`config.mk`:
```
export PLATFORM = sky130hd
export DESIGN_NAME = input_arbiter
export DESIGN_NICKNAME = d
export VERILOG_FILES = /design/src/rtl/input_arbiter.sv
export SDC_FILE = /design/constraint.sdc
export NUM_CORES = 1
export LEC_CHECK = 0
export ABC_AREA = 1
export CAP_MARGIN = 20
export CORE_UTILIZATION = 40
export DETAILED_ROUTE_END_ITERATION = 10
export PLACE_DENSITY = 0.57
export SYNTH_ARGS = -nofsm -noshare
export SYNTH_HDL_FRONTEND = slang
export SYNTH_SLANG_ARGS = --single-unit
```
`constraint.sdc`:
```
create_clock -name clock -period 3.14 [get_ports clock]
set_input_delay 0.471 -clock clock [delete_from_list [all_inputs] [get_ports clock]]
set_output_delay 0.471 -clock clock [all_outputs]
set_load 0.02 [all_outputs]
```
`src/rtl/input_arbiter.sv`:
```
// Merges board-button, NES-controller and UART-byte events into one ordered
// command stream: sticky per-class pending state, round-robin grant, small FIFO.
module input_arbiter #(
    parameter int DEPTH = 4
) (
    input  logic                     clock,
    input  logic                     reset,
    input  logic [1:0]               io_btn,
    input  logic [7:0]               io_nes,
    input  logic                     io_nesEnable,
    input  logic                     io_rx_valid,
    input  logic [7:0]               io_rx_bits,
    output logic                     io_cmd_valid,
    input  logic                     io_cmd_ready,
    output logic [9:0]               io_cmd_bits,
    output logic [7:0]               io_overrun,
    output logic [$clog2(DEPTH):0]   io_count
);

    localparam int AW = $clog2(DEPTH);
    localparam logic [1:0] SRC_BTN  = 2'd0;
    localparam logic [1:0] SRC_NES  = 2'd1;
    localparam logic [1:0] SRC_UART = 2'd2;

    logic [1:0]  r_btn_pend;
    logic [7:0]  r_nes_pend;
    logic        r_uart_pend;
    logic [7:0]  r_uart_byte;
    logic [7:0]  r_overrun;
    logic [1:0]  r_last;
    logic [AW:0] r_wptr;
    logic [AW:0] r_rptr;
    logic [9:0]  r_mem [DEPTH];

    logic        w_req_btn, w_req_nes, w_req_uart;
    logic        w_gnt_btn, w_gnt_nes, w_gnt_uart;
    logic        w_push, w_pop, w_valid, w_full;
    logic [AW:0] w_count;
    logic [9:0]  w_push_data;

    assign w_req_btn  = |r_btn_pend;
    assign w_req_nes  = |r_nes_pend;
    assign w_req_uart = r_uart_pend;

    assign w_count = r_wptr - r_rptr;
    assign w_full  = (w_count == (AW+1)'(DEPTH));
    assign w_valid = (w_count != '0);
    assign w_pop   = w_valid & io_cmd_ready;

    // Round-robin: search begins at the class after the last one granted.
    always_comb begin
        w_gnt_btn  = 1'b0;
        w_gnt_nes  = 1'b0;
        w_gnt_uart = 1'b0;
        if (!w_full) begin
            case (r_last)
                SRC_BTN: begin
                    if (w_req_nes)       w_gnt_nes  = 1'b1;
                    else if (w_req_uart) w_gnt_uart = 1'b1;
                    else if (w_req_btn)  w_gnt_btn  = 1'b1;
                end
                SRC_NES: begin
                    if (w_req_uart)      w_gnt_uart = 1'b1;
                    else if (w_req_btn)  w_gnt_btn  = 1'b1;
                    else if (w_req_nes)  w_gnt_nes  = 1'b1;
                end
                default: begin
                    if (w_req_btn)       w_gnt_btn  = 1'b1;
                    else if (w_req_nes)  w_gnt_nes  = 1'b1;
                    else if (w_req_uart) w_gnt_uart = 1'b1;
                end
            endcase
        end
    end

    assign w_push = w_gnt_btn | w_gnt_nes | w_gnt_uart;

    always_comb begin
        if (w_gnt_btn)      w_push_data = {SRC_BTN, 6'b0, r_btn_pend};
        else if (w_gnt_nes) w_push_data = {SRC_NES, r_nes_pend};
        else                w_push_data = {SRC_UART, r_uart_byte};
    end

    always_ff @(posedge clock or posedge reset) begin
        if (reset) begin
            r_btn_pend  <= '0;
            r_nes_pend  <= '0;
            r_uart_pend <= 1'b0;
            r_overrun   <= '0;
            r_last      <= SRC_UART;
            r_wptr      <= '0;
            r_rptr      <= '0;
        end else begin
            r_btn_pend <= (w_gnt_btn ? 2'b0 : r_btn_pend) | io_btn;
            if (!io_nesEnable) r_nes_pend <= '0;
            else               r_nes_pend <= (w_gnt_nes ? 8'b0 : r_nes_pend) | io_nes;

            // A strobe in the UART grant cycle is a fresh byte, not an overrun.
            if (io_rx_valid) begin
                r_uart_pend <= 1'b1;
                if (r_uart_pend && !w_gnt_uart && r_overrun != 8'hFF)
                    r_overrun <= r_overrun + 8'd1;
            end else if (w_gnt_uart) begin
                r_uart_pend <= 1'b0;
            end

            if (w_gnt_btn)       r_last <= SRC_BTN;
            else if (w_gnt_nes)  r_last <= SRC_NES;
            else if (w_gnt_uart) r_last <= SRC_UART;

            if (w_push) r_wptr <= r_wptr + 1'b1;
            if (w_pop)  r_rptr <= r_rptr + 1'b1;
        end
    end

    always_ff @(posedge clock) begin
        if (io_rx_valid) r_uart_byte <= io_rx_bits;
        if (w_push)      r_mem[r_wptr[AW-1:0]] <= w_push_data;
    end

    assign io_cmd_valid = w_valid;
    assign io_cmd_bits  = w_valid ? r_mem[r_rptr[AW-1:0]] : 10'd0;
    assign io_overrun   = r_overrun;
    assign io_count     = w_count;

endmodule

```
==> reports/metrics.yaml, run 1 <==
flow_run:
  maxCapViolations: 0
grt:
  antenna_found_initial: 0
  grt_pass1_wl_mm: 11.1
  grt_max_degree: 28
  grt_usage_pct: 16.5
  globalRouteOverflowTotal: 0
  grt_pass1_vias: 2332
worst_setup_path:
  crit_type: "reg2out"
  r2r_end: "r_mem[0][9]$_DFFE_PP_"
  crit_path_top_delay_cell: "dfrtp_1"
  r2r_slack_ps: 440
  cp_common_cell: "nand2_1"
  slowest_delay_ps: 410
  worstPathRequired_ps: 2670
  startpoint_type: "flop"
  reg2regPathDepth: 12
  r2r_start: "r_wptr[0]$_DFFE_PP0P_"
  cp.arrival_ps: 2490
  cp-end-kind: "output pin"
  crit_chain: "inv_1 > ha_1 > fa_1 > inv_1 > nand2_1 > nand3_1 > nand2_1 > nand2_1 > buf_4 > nand2_1 > inv_1 > clkdlybuf4s15_1"
  critPathMaxFanout: 14
timing:
  relSlewSlack_pct: 61.6
  final-hold-violation-count: 0
  finalClockSkew_ps: 10.4
  max_freq_mhz: 338
  setup_viol: 0
  holdWs_ps: 476
  final.setup.tns_ps: 0
  finalMaxSlewViolations: 0
  min_period_over_period_pct: 94.1
  min_period_ps: 2960
  worst_pin_slew_ps: 575
route:
  post_drt_wl_per_cell_microns: 13.4
  vias_per_cell: 4.84
  route.vias.total: 2414
  first_pass_iters: 4
  drcViolationCount: 0
  drt-total-wl_mm: 6.66
  ant_nets: 0
  drtIter0Drc: 77
yosys:
  yosysUniqueCellTypes: 36
  ys_warn_count: 0
  syn_inst: 332
  synth_fp_nets: 363
  synth_area_leaders: "edfxtp_1, dfrtp_1, nand2_1"
  synth_common_cells: "nand2_1, nor2_1, edfxtp_1, inv_1, dfrtp_1"
  synth_ff_type: "edfxtp_1"
  yosysMostFrequentCell: "nand2_1"
  synth_top_area_share_pct: 41.5
  syn_avg_cell_area_sq_um: 10.5
  ys_ff_latch: 75
  syn_area_sq_um: 3480
  synthArstFlopShare_pct: 36.0
  synth_edf_count: 48
  ys_seq_area_share_pct: 60.9
  synth.largest_area_cell: "edfxtp_1"
final_layout:
  fin_nets: 420
  instances_no_fill: 499
  areaGrowthSynthToFinish_pct: 22.1
  drive_gt1_share_pct: 16.2
  antenna_cells: 0
cts:
  cts_root_buf: "clkbuf_8"
  path_clk_slew_ps: 90
  clk_path_buf_depth: 2
  clock_latency_ps: 350
  cts_sinks: 75
  htreeDepth: 3
  tritoncts: "done"
  cts_buffers: 9
floorplan:
  row_count: 33
  die_y_microns: 95.2
  ios: 45
  initial_utilization_pct: 41.9
  die_x_microns: 95.2
  core-area_sq_um: 8300
  die-area_sq_um: 9070
place:
  place_inst: 482
  gp_congestion: 0.786
  dpl.hpwl_mm: 4.75
  io_buffer_count: 44
hold_path:
  min_path_type: "in2async"
outcome:
  outcome: "finished clean"
registers in the layout, indices dropped and copies added, names as in the netlist:
signal	cells
r_btn_pend	2
r_uart_pend	1
io_overrun	8
r_wptr	3
r_rptr	3
r_last	2
r_uart_byte	8
r_mem	40
r_nes_pend	8
placed cells by master (no fill, tap or decap), drive strengths merged:
cell type | netlist | routed
a21o | 2 | 2
a21oi | 11 | 11
buf | 4 | 11
clkbuf | 5 | 17
clkdlybuf4s15 | 0 | 2
clkdlybuf4s50 | 0 | 33
clkinv | 0 | 1
clkinvlp | 0 | 1
dfrtp | 26 | 26
dfstp | 1 | 1
dlygate4sd2 | 0 | 1
edfxtp | 48 | 48
fa | 1 | 1
ha | 7 | 7
inv | 35 | 40
nand2 | 77 | 77
nand3 | 10 | 10
nand4 | 8 | 8
nor2 | 58 | 58
nor3 | 1 | 1
o21ai | 16 | 16
o21bai | 2 | 2
o32ai | 10 | 10
or2 | 1 | 1
xnor2 | 2 | 2
xor2 | 7 | 7
final cells by class:
class,instances,area (sq um)
clock buffers,9,124
clock inverters,7,65.1
fillers,762,4050
inverters,35,134
multi-input cells,213,1190
flip-flops and latches,75,2120
well taps,105,131
repair buffers,55,482
worst max-delay path, delay by kind of cell, from the launching register on:
family	cells	cell delay (ps)
buffers and inverters	5	720
adders and majority gates	2	610
and+or+nand+nor	5	420
DFF	1	410
timing repair:
| item | 4_1_cts | 5_1_grt |
|---|---|---|
| buffers inserted | 0 | 1 |
| endpoints found under the setup margin | 11 | 50 |
| hold buffers | 0 | 0 |
| gates cloned | 0 | 0 |
| gates resized for setup | 11 | 22 |
through the flow:
stage / utilization [%] / area [sq um] / worst slack (ps)
floorplan: - / 3480 / 585
global placement: 49.2 / 4080 / 220
detailed placement: 49.2 / 4080 / 144
CTS: 51.3 / 4260 / 95.2
global route: 51.2 / 4250 / -0.770
finish: 51.2 / 4250 / 184
logic make-up (layout without fill, tap and decap cells):
group / after synthesis / in the layout / share of synthesized area [%]
simple gates: 155 / 155 / 20.8
flops: 75 / 75 / 60.9
buf+inv: 44 / 106 / 5.11
compound gates: 41 / 41 / 7.81
xor+xnor: 9 / 9 / 2.27
fa+ha+maj: 8 / 8 / 3.09
per-layer routing:
metal  vias up  wire, microns  GRT usage (%)
li1       1217              -              -
met1      1134           3180           21.9
met2        53           3170           26.5
met3        10            211           2.63
met4         0             99           7.20
met5         -              0              0
how the worst max path moves through the flow:
stage,from,end,cells past startpoint
2_1_floorplan,r_wptr[0]$_DFFE_PP0P_,r_mem[0][0]$_DFFE_PP_,12
3_3_place_gp,r_wptr[0]$_DFFE_PP0P_,r_mem[0][5]$_DFFE_PP_,12
3_5_place_dp,r_wptr[0]$_DFFE_PP0P_,r_mem[2][5]$_DFFE_PP_,12
4_1_cts,r_wptr[0]$_DFFE_PP0P_,io_cmd_bits[2],12
5_1_grt,r_wptr[0]$_DFFE_PP0P_,io_cmd_bits[8],12
6_report,r_wptr[0]$_DFFE_PP0P_,io_cmd_bits[8],12
Power of run 1 is not shown: default switching activity piles up to over one toggle a cycle in this logic, so the estimate is an artifact.
==> run 2, diff against run 1 <==
--- a/config.mk
+++ b/config.mk
@@ -10,6 +10,7 @@
 export CORE_UTILIZATION = 40
 export DETAILED_ROUTE_END_ITERATION = 10
 export PLACE_DENSITY = 0.57
+export RECOVER_POWER = 100
 export SYNTH_ARGS = -nofsm -noshare
 export SYNTH_HDL_FRONTEND = slang
 export SYNTH_SLANG_ARGS = --single-unit
==> run 2 against run 1 <==
  * Routed wire length grew 0.20%
  * Cell area shrank 2.2%
  * Non-clock buffer count is the same
  * Global-route usage is the same
  * Die area is the same
  * Largest cell class unchanged
  * Highest routed layer unchanged
==> reports/metrics.yaml, run 2 (synthesis results as in run 1) <==
outcome:
  outcome: "finished clean"
worst_setup_path:
  crit_buf_inv: 5  # unchanged
  startpoint_type: "flop"
  setup.worst_path.start: "r_wptr[0]$_DFFE_PP0P_"
  slowest_delay_ps: 410  # about the same
  crit_chain: "inv_1 > ha_1 > fa_1 > inv_1 > nand2_1 > nand3_1 > nand2_1 > nand2_1 > buf_4 > nand2_1 > inv_1 > clkdlybuf4s15_1"
  cp_common_cell: "nand2_1"
  worstPathRequired_ps: 2670  # about the same
  cp.arrival_ps: 2470  # -20 ps
  crit_family: "buffers and inverters"
  critPathMaxFanout: 14  # unchanged
  cp-end-kind: "output pin"
  r2r_start: "r_wptr[0]$_DFFE_PP0P_"
  crit_type: "reg2out"
  crit_path_top_delay_cell: "dfrtp_1"
cts:
  cts_root_buf: "clkbuf_8"
  tritoncts: "done"
  htreeDepth: 3  # unchanged
  cts_sinks: 75  # unchanged
  cts_buffers: 9  # unchanged
  path_clk_slew_ps: 90  # about the same
  clk_path_buf_depth: 2  # unchanged
  clock_latency_ps: 350  # about the same
route:
  route.vias.total: 2428  # +0.58%
  drtIter0Drc: 95  # +23%
  drcViolationCount: 0  # unchanged
  first_pass_iters: 4  # unchanged
  drt-total-wl_mm: 6.68  # +0.20%
  post_drt_wl_per_cell_microns: 13.4  # +0.20%
  vias_per_cell: 4.87  # +0.58%
  ant_nets: 0  # unchanged
final_layout:
  fin_nets: 420  # unchanged
  instances_no_fill: 499  # unchanged
  layout_commonest_cell: "nand2_1"
  areaGrowthSynthToFinish_pct: 19.4
  drive_gt1_share_pct: 11.4  # -4.8 points
  n_fill_cell: 780  # +2.4%
  final_area_sq_um: 4150  # -2.2%
  antenna_cells: 0  # unchanged
  largest_reg_flops: 40  # unchanged
  mostFrequentLayoutCells: "nand2_1, nor2_1, edfxtp_1"
timing:
  final.setup.tns_ps: 0  # unchanged
  min_period_ps: 2940  # -18.9 ps
  worst_pin_slew_ps: 1480  # +904 ps
  min_period_over_period_pct: 93.5  # -0.60 points
  max_freq_mhz: 340  # +0.64%
  finalMaxSlewViolations: 0  # unchanged
  relSlewSlack_pct: 1.41  # -60 points
  final-hold-violation-count: 0  # unchanged
  finalClockSkew_ps: 10.3  # -0.185 ps
  setup_viol: 0  # unchanged
  rsz0062_at_grt: "no"
floorplan:
  core-area_sq_um: 8300  # unchanged
  initial_utilization_pct: 41.9  # unchanged
  row_count: 33  # unchanged
  die-area_sq_um: 9070  # unchanged
  die_x_microns: 95.2  # unchanged
  die_y_microns: 95.2  # unchanged
  ios: 45  # unchanged
grt:
  grt_max_degree: 28  # unchanged
  top_usage_layer: "met2"
  grt_pass1_wl_mm: 11.1  # unchanged
  antenna_found_initial: 0  # unchanged
  met2_usage_pct: 26.5  # unchanged
  grt_usage_pct: 16.5  # unchanged
  globalRouteOverflowTotal: 0  # unchanged
  grt_use_met3_pct: 2.63  # unchanged
  grt_pass1_vias: 2332  # unchanged
  use_met1_pct: 21.9  # unchanged
flow_run:
  maxCapViolations: 0  # unchanged
hold_path:
  worstHoldStart: "r_last[0]$_DFFE_PP0P_"
  min_path_type: "reg2reg"
power:
  p_leak_nw: 1.79
  irDropWorstVdd_mv: 0.398
  power_density_nw_per_um2: 1240
place:
  post_dp_cell_area_sq_um: 4080  # unchanged
  gp_congestion: 0.786  # unchanged
  dpl.hpwl_mm: 4.75  # unchanged
  io_buffer_count: 44  # unchanged
  place_inst: 482  # unchanged
-- run 2: what timing repair did --
| item | CTS | global route |
|---|---|---|
| buffers inserted | 0 | 1 |
| hold buffers | 0 | 0 |
| resized for setup | 11 | 22 |
| endpoints found under the setup margin | 11 | 50 |
| cloned | 0 | 0 |
| pin swaps | 0 | 0 |
-- run 2: final timing paths --
check / cells after the start / slack, ps / endpoint
max: 12 / 200 / io_cmd_bits[8]
min: 2 / 500 / r_last[0]$_DFFE_PP0P_
max reg2reg: 11 / 350 / r_mem[0][1]$_DFFE_PP_
min reg2reg: 2 / 500 / r_last[0]$_DFFE_PP0P_
max in group asynchronous: 3 / 1220 / r_wptr[0]$_DFFE_PP0P_
min in group asynchronous: 3 / 1050 / r_nes_pend[6]$_DFF_PP0_
-- run 2: cell type report --
| class | count | area, sq um | area share (%) |
|---|---|---|---|
| clock buffer | 9 | 124 | 2.98 |
| inverter | 35 | 134 | 3.22 |
| sequential | 75 | 2120 | 51.0 |
| timing repair buffer | 55 | 457 | 11.0 |
| clock inverter | 7 | 65.1 | 1.57 |
| tap | 105 | 131 | 3.16 |
| multi-input combinational | 213 | 1120 | 27.1 |
-- run 2: where the power goes --
part / total [W] / internal, W / switching, W / leakage [nW]
Sequential: 0.00184 / 0.00166 / 0.000177 / 0.782
Clock: 0.000709 / 0.000307 / 0.000402 / 0.0947
Combinational: 0.00258 / 0.000839 / 0.00174 / 0.913
Total: 0.00513 / 0.00281 / 0.00232 / 1.79
-- run 2: layer usage --
metal	vias to the layer above	part of all wire, %
met5	-	0
met4	0	1.5
met3	10	3.8
met2	59	47
met1	1144	47
li1	1215	-
-- run 2: metrics by stage --
step,hold WS [ps],power [W],setup WS [ps],utilization (%)
6_report,504,0.00513,203,50.0
5_1_grt,564,0.00554,20.9,50.0
4_1_cts,483,0.00544,95.2,51.3
3_5_place_dp,493,0.00485,144,49.2
3_3_place_gp,496,0.00481,220,49.2
2_1_floorplan,434,0.00378,585,-
-- run 2: worst min-delay path, stage by stage (launching register included) --
cell	delay [ps]
dfrtp_1	360
nand2_1	70
nand2_1	50
Note: power is estimated with default switching activity, not from simulation.
